$ cat config.mk
export PLATFORM = sky130hd
export DESIGN_NAME = pdm_decimator
export DESIGN_NICKNAME = d
export VERILOG_FILES = /design/src/rtl/pdm_decimator.sv
export SDC_FILE = /design/constraint.sdc
export NUM_CORES = 1
export LEC_CHECK = 0
export CORE_MARGIN = 5
export CORE_UTILIZATION = 58
export CTS_CLUSTER_DIAMETER = 120
export DETAILED_ROUTE_END_ITERATION = 8
export PLACE_DENSITY = 0.79
export SYNTH_ARGS = -nofsm -noshare
export SYNTH_HDL_FRONTEND = slang
export SYNTH_SLANG_ARGS = --single-unit
export TNS_END_PERCENT = 100
$ cat constraint.sdc
create_clock -name clk_100 -period 5.2 [get_ports clk_100]
set_input_delay 1.04 -clock clk_100 [delete_from_list [all_inputs] [get_ports clk_100]]
set_output_delay 1.04 -clock clk_100 [all_outputs]
set_load 0.01 [all_outputs]
$ cat src/rtl/pdm_decimator.sv
// PDM microphone front end: drives mic_clk, synchronizes mic_data and decimates
// the 1-bit stream through a 3rd-order CIC into 10-bit signed PCM samples.
module pdm_decimator #(
  parameter int HALF_DIV = 50,
  parameter int DECIM    = 64,
  parameter int WARMUP   = 3
) (
  input  logic       clk_100,
  input  logic       rst_n,
  input  logic       enable,
  input  logic       mic_data,
  output logic       mic_clk,
  output logic       mic_lrsel,
  output logic [9:0] pcm_data,
  output logic       pcm_valid,
  output logic       pcm_sat
);
  localparam int DivW  = $clog2(HALF_DIV + 1);
  localparam int DecW  = (DECIM > 1) ? $clog2(DECIM) : 1;
  localparam int WarmW = $clog2(WARMUP + 2);
  localparam int AccW  = 20;
  localparam int Shift = 9;

  typedef enum logic [1:0] {IDLE, WARM, RUN} state_e;

  state_e                 state_q, state_d;
  logic [DivW-1:0]        divCnt_q, divCnt_d;
  logic                   micClk_q, micClk_d;
  logic                   sync1_q, sync2_q;
  logic                   sampleEv_q, sampleEv_d;
  logic [DecW-1:0]        decCnt_q, decCnt_d;
  logic [WarmW-1:0]       warmCnt_q, warmCnt_d;
  logic signed [AccW-1:0] int1_q, int1_d, int2_q, int2_d, int3_q, int3_d;
  logic signed [AccW-1:0] dly1_q, dly1_d, dly2_q, dly2_d, dly3_q, dly3_d;
  logic                   combPend_q, combPend_d;
  logic                   emitPend_q, emitPend_d;
  logic [9:0]             pcmData_q, pcmData_d;
  logic                   pcmValid_q, pcmValid_d;
  logic                   pcmSat_q, pcmSat_d;

  logic                   active;
  logic signed [AccW-1:0] sampleVal, comb1, comb2, comb3, scaled;

  // Synchronous reset wins over everything, including a pending output strobe.
  always_ff @(posedge clk_100) begin
    if (!rst_n) begin
      state_q    <= IDLE;
      divCnt_q   <= '0;
      micClk_q   <= 1'b0;
      sync1_q    <= 1'b0;
      sync2_q    <= 1'b0;
      sampleEv_q <= 1'b0;
      decCnt_q   <= '0;
      warmCnt_q  <= '0;
      int1_q     <= '0;
      int2_q     <= '0;
      int3_q     <= '0;
      dly1_q     <= '0;
      dly2_q     <= '0;
      dly3_q     <= '0;
      combPend_q <= 1'b0;
      emitPend_q <= 1'b0;
      pcmData_q  <= '0;
      pcmValid_q <= 1'b0;
      pcmSat_q   <= 1'b0;
    end else begin
      state_q    <= state_d;
      divCnt_q   <= divCnt_d;
      micClk_q   <= micClk_d;
      sync1_q    <= mic_data;
      sync2_q    <= sync1_q;
      sampleEv_q <= sampleEv_d;
      decCnt_q   <= decCnt_d;
      warmCnt_q  <= warmCnt_d;
      int1_q     <= int1_d;
      int2_q     <= int2_d;
      int3_q     <= int3_d;
      dly1_q     <= dly1_d;
      dly2_q     <= dly2_d;
      dly3_q     <= dly3_d;
      combPend_q <= combPend_d;
      emitPend_q <= emitPend_d;
      pcmData_q  <= pcmData_d;
      pcmValid_q <= pcmValid_d;
      pcmSat_q   <= pcmSat_d;
    end
  end

  // sampleEv_q marks the cycle in which mic_clk has just fallen.
  always_comb begin
    state_d    = state_q;
    divCnt_d   = divCnt_q;
    micClk_d   = micClk_q;
    sampleEv_d = 1'b0;
    decCnt_d   = decCnt_q;
    warmCnt_d  = warmCnt_q;
    int1_d     = int1_q;
    int2_d     = int2_q;
    int3_d     = int3_q;
    dly1_d     = dly1_q;
    dly2_d     = dly2_q;
    dly3_d     = dly3_q;
    combPend_d = 1'b0;
    emitPend_d = 1'b0;
    pcmData_d  = pcmData_q;
    pcmValid_d = 1'b0;
    pcmSat_d   = pcmSat_q;

    active    = (state_q != IDLE) && enable;
    sampleVal = sync2_q ? 20'sd1 : -20'sd1;
    comb1     = int3_q - dly1_q;
    comb2     = comb1 - dly2_q;
    comb3     = comb2 - dly3_q;
    scaled    = comb3 >>> Shift;

    if (!active) begin
      state_d   = (state_q == IDLE && enable) ? ((WARMUP == 0) ? RUN : WARM) : IDLE;
      divCnt_d  = '0;
      micClk_d  = 1'b0;
      decCnt_d  = '0;
      warmCnt_d = '0;
      int1_d    = '0;
      int2_d    = '0;
      int3_d    = '0;
      dly1_d    = '0;
      dly2_d    = '0;
      dly3_d    = '0;
    end else begin
      if (int'(divCnt_q) == HALF_DIV - 1) begin
        divCnt_d   = '0;
        micClk_d   = ~micClk_q;
        sampleEv_d = micClk_q;
      end else begin
        divCnt_d = divCnt_q + 1'b1;
      end

      if (sampleEv_q) begin
        int1_d = int1_q + sampleVal;
        int2_d = int2_q + int1_d;
        int3_d = int3_q + int2_d;
        if (int'(decCnt_q) == DECIM - 1) begin
          decCnt_d   = '0;
          combPend_d = 1'b1;
          emitPend_d = (state_q == RUN);
          if (state_q == WARM) begin
            if (int'(warmCnt_q) == WARMUP - 1) state_d = RUN;
            else warmCnt_d = warmCnt_q + 1'b1;
          end
        end else begin
          decCnt_d = decCnt_q + 1'b1;
        end
      end

      // Warm-up frames still advance the comb delays so the first emitted sample is settled.
      if (combPend_q) begin
        dly1_d = int3_q;
        dly2_d = comb1;
        dly3_d = comb2;
        if (emitPend_q) begin
          pcmValid_d = 1'b1;
          if (scaled > 20'sd511) begin
            pcmData_d = 10'h1FF;
            pcmSat_d  = 1'b1;
          end else if (scaled < -20'sd512) begin
            pcmData_d = 10'h200;
            pcmSat_d  = 1'b1;
          end else begin
            pcmData_d = scaled[9:0];
            pcmSat_d  = 1'b0;
          end
        end
      end
    end
  end

  assign mic_clk   = micClk_q;
  assign mic_lrsel = 1'b0;
  assign pcm_data  = pcmData_q;
  assign pcm_valid = pcmValid_q;
  assign pcm_sat   = pcmSat_q;

endmodule

Word level (Yosys, flattened, before mapping)
Index checks and enable logic that the tools add are counted.
Widths: inputs -> output; s select.
{"block": "classes", "n_shift": 0, "div_mod_pow": 0, "n_addsub": 9, "n_eq_ne": 9, "n_mul": 0, "n_mux": 14, "n_reduce_logical": 13, "n_lt_le_gt_ge": 2, "n_bitwise": 4}
{"cell": "$add 20x20->20", "n": 3}
{"cell": "$sub 20x20->20", "n": 3}
{"cell": "$mux 10", "n": 2}
{"cell": "$mux 20", "n": 1}
{"cell": "$add 6x1->6 const B", "n": 2}
{"cell": "$reduce_and 3->1", "n": 4}
{"cell": "$reduce_and 4->1", "n": 3}
{"cell": "$gt 11x10->1 const B", "n": 1}
{"cell": "$lt 11x10->1 const B", "n": 1}
{"cell": "$mux 2", "n": 5}
{"cell": "$eq 6x1->1 const B", "n": 1}
{"cell": "$eq 6x5->1 const B", "n": 1}
{"cell": "$mux 6", "n": 1}
{"cell": "$ne 2x1->1 const B", "n": 3}
{"cell": "$mux 1", "n": 5}
{"cell": "$not 1->1", "n": 4}
{"cell": "$add 3x1->3 const B", "n": 1}
{"cell": "$eq 3x3->1 const B", "n": 1}
{"cell": "$reduce_or 3->1", "n": 1}
{"cell": "$eq 2x1->1 const B", "n": 1}
{"cell": "$eq 2x2->1 const B", "n": 1}
{"cell": "$logic_and 1x1->1", "n": 2}
{"cell": "$logic_not 2->1", "n": 1}
{"cell": "$ne 2x2->1 const B", "n": 1}
{"cell": "other kinds (2)", "n": 2}
{"block": "totals", "ramBits": 0, "mem_bits_ro": 0, "word_cells": 70, "latchBits": 0, "reg_bits": 155, "inputBits": 4, "memories": 0}

Longest topological paths before layout
{"block": "logic_depth", "word_depth": 6, "mapped_depth": 30}

Worst setup path before layout
No wires, ideal clock.
{"block": "synth_timing", "path_kind": "flip-flop to flip-flop", "start": "register int3_q[0]", "end": "register pcmData_q[0] (netlist: pcm_data[0])", "setup_ns": 0.134, "stages_incl_launch_ff": 30, "setup_slack_ns": -0.349, "arrival_ns": 5.415, "period_less_slack_ns": 5.549, "n_path_buf": 1, "cell_sequence": "dfxtp_1 -> inv_1 -> ha_1 -> inv_1 -> fa_1 -> a21o_1 -> a21oi_1 -> o21bai_1 -> a21bo_2 -> a21oi_1 -> o21ai_0 -> o21ai_0 -> nor2b_1 -> xnor2_1 -> ha_1 -> a21o_1 -> a211o_1 -> o21bai_1 -> o31ai_2 -> o21ai_0 -> a21oi_1 -> xnor2_1 -> ha_1 -> nor3_1 -> o211ai_1 -> a31oi_2 -> buf_2 -> nor3_1 -> a2111oi_0 -> a21oi_1"}
{"block": "synth_between", "elab_chain_len": 6, "word_cells_on_any_way": 7}
{"element": "start: declaration", "line": "33", "rtl": "logic signed [AccW-1:0] int1_q, int1_d, int2_q, int2_d, int3_q, int3_d;"}
{"element": "start signal: assignment", "line": "77", "rtl": "int3_q <= int3_d;"}
{"element": "$sub 20x20->20 (*)", "line": "111", "rtl": "comb1 = int3_q - dly1_q;"}
{"element": "via comb1[12]", "line": "42", "rtl": "logic signed [AccW-1:0] sampleVal, comb1, comb2, comb3, scaled;"}
{"element": "$sub 20x20->20 (*)", "line": "112", "rtl": "comb2 = comb1 - dly2_q;"}
{"element": "via comb2[17]", "line": "42"}
{"element": "$sub 20x20->20 (*)", "line": "113", "rtl": "comb3 = comb2 - dly3_q;"}
{"element": "$lt 11x10->1", "line": "164", "rtl": "end else if (scaled < -20'sd512) begin"}
{"element": "$mux 10", "line": "164"}
{"element": "$mux 10 (*)", "line": "161", "rtl": "if (scaled > 20'sd511) begin"}
{"element": "end signal: assignment", "line": "83", "rtl": "pcmData_q <= pcmData_d;"}
{"element": "end: declaration", "line": "37", "rtl": "logic [9:0] pcmData_q, pcmData_d;"}
Mark *: on every way through the listed nets, which the timed path passes. The rest lies on a longest branch.
A chain may end at the register's enable or synchronous reset.

Worst setup path after layout
{"block": "layout_timing", "start": "register int3_q[0]", "end": "register pcmData_q[3] (netlist: pcm_data[3])"}
Same word-level chain as after synthesis.

==> run summary <==
Placed cell areas: 12500 um2
Clk slew on worst S/H paths: 0.07 ns
Hold WC Path Type: reg2reg
Final net count: 1630
Switching Fraction: 24.53%
Via count: 10090
Layout Cells excl Fill: 1751
Most common cell in the synthesized netlist: nor2_1
Critical path class: reg2reg
Final worst slack: -0.3883 ns
Vias/cell: 5.764
PwrDens: 180.7 nW/um2
Worst Path Buf+Inv: 4
Tightest Pin Transition: 1.112 ns
# placed instances: 1675
Number of CTS-inserted buffers: 17
Final Setup Violations: 13
Asr flop ratio synth: 0%
Routed WL: 27.32 mm
Mapped Cells: 1332
Seq/Total Area, Yosys: 28.16%
Peak supply drop: 0.2466 mV
Max-slew violations: 0
CP required: 5.57 ns
Fin crit share: 107.5%
EDFF count, synth: 0
Yosys reg bits: 155
Gpl congestion: 0.8909
Vias in the first global route: 9886
Crit path launch type: register
P&R area growth vs syn: 27.88%
CP Capture Type: register
Failing checks: negative setup slack
Total GRT Usage: 23.76%
Initial antenna violation count: 0
Share of the synthesized area in the top cell type: 28.16%
Final Hold Viols: 0
Skew-Pair Late Insertion Delay: 0.44 ns
YS warnings: 0
Top area cells in the synthesized netlist: dfxtp_1, ha_1, mux2i_1
Final min period: 5.588 ns
Initial Util: 58.91%
Top post-synthesis cells by count: nor2_1, dfxtp_1, ha_1
RSZ-0062 raised after global routing: true
Row count: 50
Proportion of power drawn by the clock network: 47.7%
Combinational share of power: 5.6%
Multi-input logic area: 8169 um2
Clock Sinks: 155
Internal power: 1922 uW
Iteration-0 DRC count of the detailed router: 417
Avg Inst Size Synth: 8.273 um2
Yosys top cell by area: dfxtp_1
Critical path data arrival time: 5.96 ns
# fillers: 1186
Die area: 21860 um2
Critical path's top delay family: compound AO/OA/AOI/OAI gates
Chip width: 147.8 um
I/O pin cnt: 18
Status: finished, violations left
P_leak: 0.005591 uW
First-pass GRT wire length: 43.88 mm
Post-DP HPWL: 16.96 mm
Fraction of layout cells with a size suffix above 1: 24.13%
FF+latch area: 3115 um2
DRT antenna net count: 0
CTS Root Cell: clkbuf_16
Most used cell, CP: o21ai_2
Final Power: 2547 uW
Core area: 18710 um2
Switching Power: 624.7 uW
Top_reg_cell synth: dfxtp_1
CTS tree: built
CP max FO: 4
DRC: 0
Syn_nets: 1458
Hold Slack: 0.4771 ns
Max Clk Rate: 0.1789 GHz
Max-slew headroom: 25.89%
Die Y: 147.8 um
Largest net degree at the start of global routing: 82
Max cap viols: 0
H-tree levels: 4
Clock Path Buffers: 2
Synth Cell Area: 11020 um2
Number of diodes: 0
Flop pwr share: 46.7%
Slowest cell delay on critical path: 0.34 ns
Worst clock skew: 0.01290 ns
Grt ovf: 0
Wirelength per Cell: 15.60 um
Unique masters post-synth: 74
Final instance area: 14090 um2
Pre-Repair DR Iteration Count: 5
Port bufs: 16
Setup TNS: -4.010 ns
Hold_buf cts: 0
Slowest library cell on the worst path: a211o_1
through the flow:
step	setup WS, ns	util [%]
2_1_floorplan	0.003850	-
3_3_place_gp	-0.3618	66.82
3_5_place_dp	-0.4272	66.82
4_1_cts	-0.1504	72.52
5_1_grt	-0.6053	75.33
6_report	-0.3883	75.33
what timing repair did:
action / 4_1_cts / 5_1_grt
setup buffers: 23 / 22
pin swaps: 57 / 74
gates resized for setup: 74 / 81
endpoints found under the hold margin: 0 / 0
setup endpoints to repair: 14 / 15
cell usage in the layout, fill, tap and decap left out, drive strengths merged, types with 17 or more instances in the layout:
cell and instances:
nor2 192, buf 180, dfxtp 155, ha 117, inv 108, mux2i 97
a21oi 89, xnor2 73, nand2 59, o21ai 52, nor3 34, nand3 30
xor2 27, a21o 25, clkbuf 18, o21a 17
state kept, by name (all words and copies together), names as in the netlist, 6 cells and up:
register and count:
int2_q 20, divCnt_q 6, dly1_q 20, int1_q 20
decCnt_q 6, pcm_data 10, int3_q 20, dly3_q 20
dly2_q 20
power groups by stage:
stage / sequential [uW] / combinational (uW) / clock [uW]
floorplan: 1220 / 72.7 / 0
global placement: 1220 / 112 / 0
detailed placement: 1220 / 116 / 0
CTS: 1190 / 121 / 1230
global route: 1190 / 154 / 1280
finish: 1190 / 143 / 1220
area by class of cell:
| class | instances | share of cell area, % |
|---|---|---|
| Inverter | 104 | 2.797 |
| Clock buffer | 18 | 3.046 |
| Sequential cell | 155 | 22.11 |
| Timing Repair Buffer | 196 | 11.03 |
| Tap cell | 234 | 2.078 |
| Clock inverter | 14 | 0.9679 |
| Multi-Input combinational cell | 1030 | 57.97 |
worst paths after layout:
path | start | to | slack, ns | cells past startpoint
max | int3_q[0] | pcm_data[3] | -0.39 | 31
min | dly3_q[15] | dly3_q[15] | 0.48 | 2
max reg2reg | int3_q[0] | pcm_data[3] | -0.39 | 31
min reg2reg | dly3_q[15] | dly3_q[15] | 0.48 | 2
worst min-delay path: stages (launching register included):
cell	delay [ns]
dfxtp_1	0.31
nand2b_1	0.06
a21oi_1	0.06
routing by layer:
layer	wire length [um]	global-route usage [%]	vias up
li1	-	-	5013
met1	11460	26.08	4805
met2	14270	44.71	209
met3	784	3.372	65
met4	811	11.55	0
met5	0	0	-
cells by family after synthesis:
logic type	share of synthesized area, %
simple gates	17.89
compound gates	17.29
flops	28.16
buf+inv	5.200
fa+ha+maj	14.28
xor+xnor	8.221
mux	8.913
other cells	0.03403
Power figures use the tool's default switching activity.
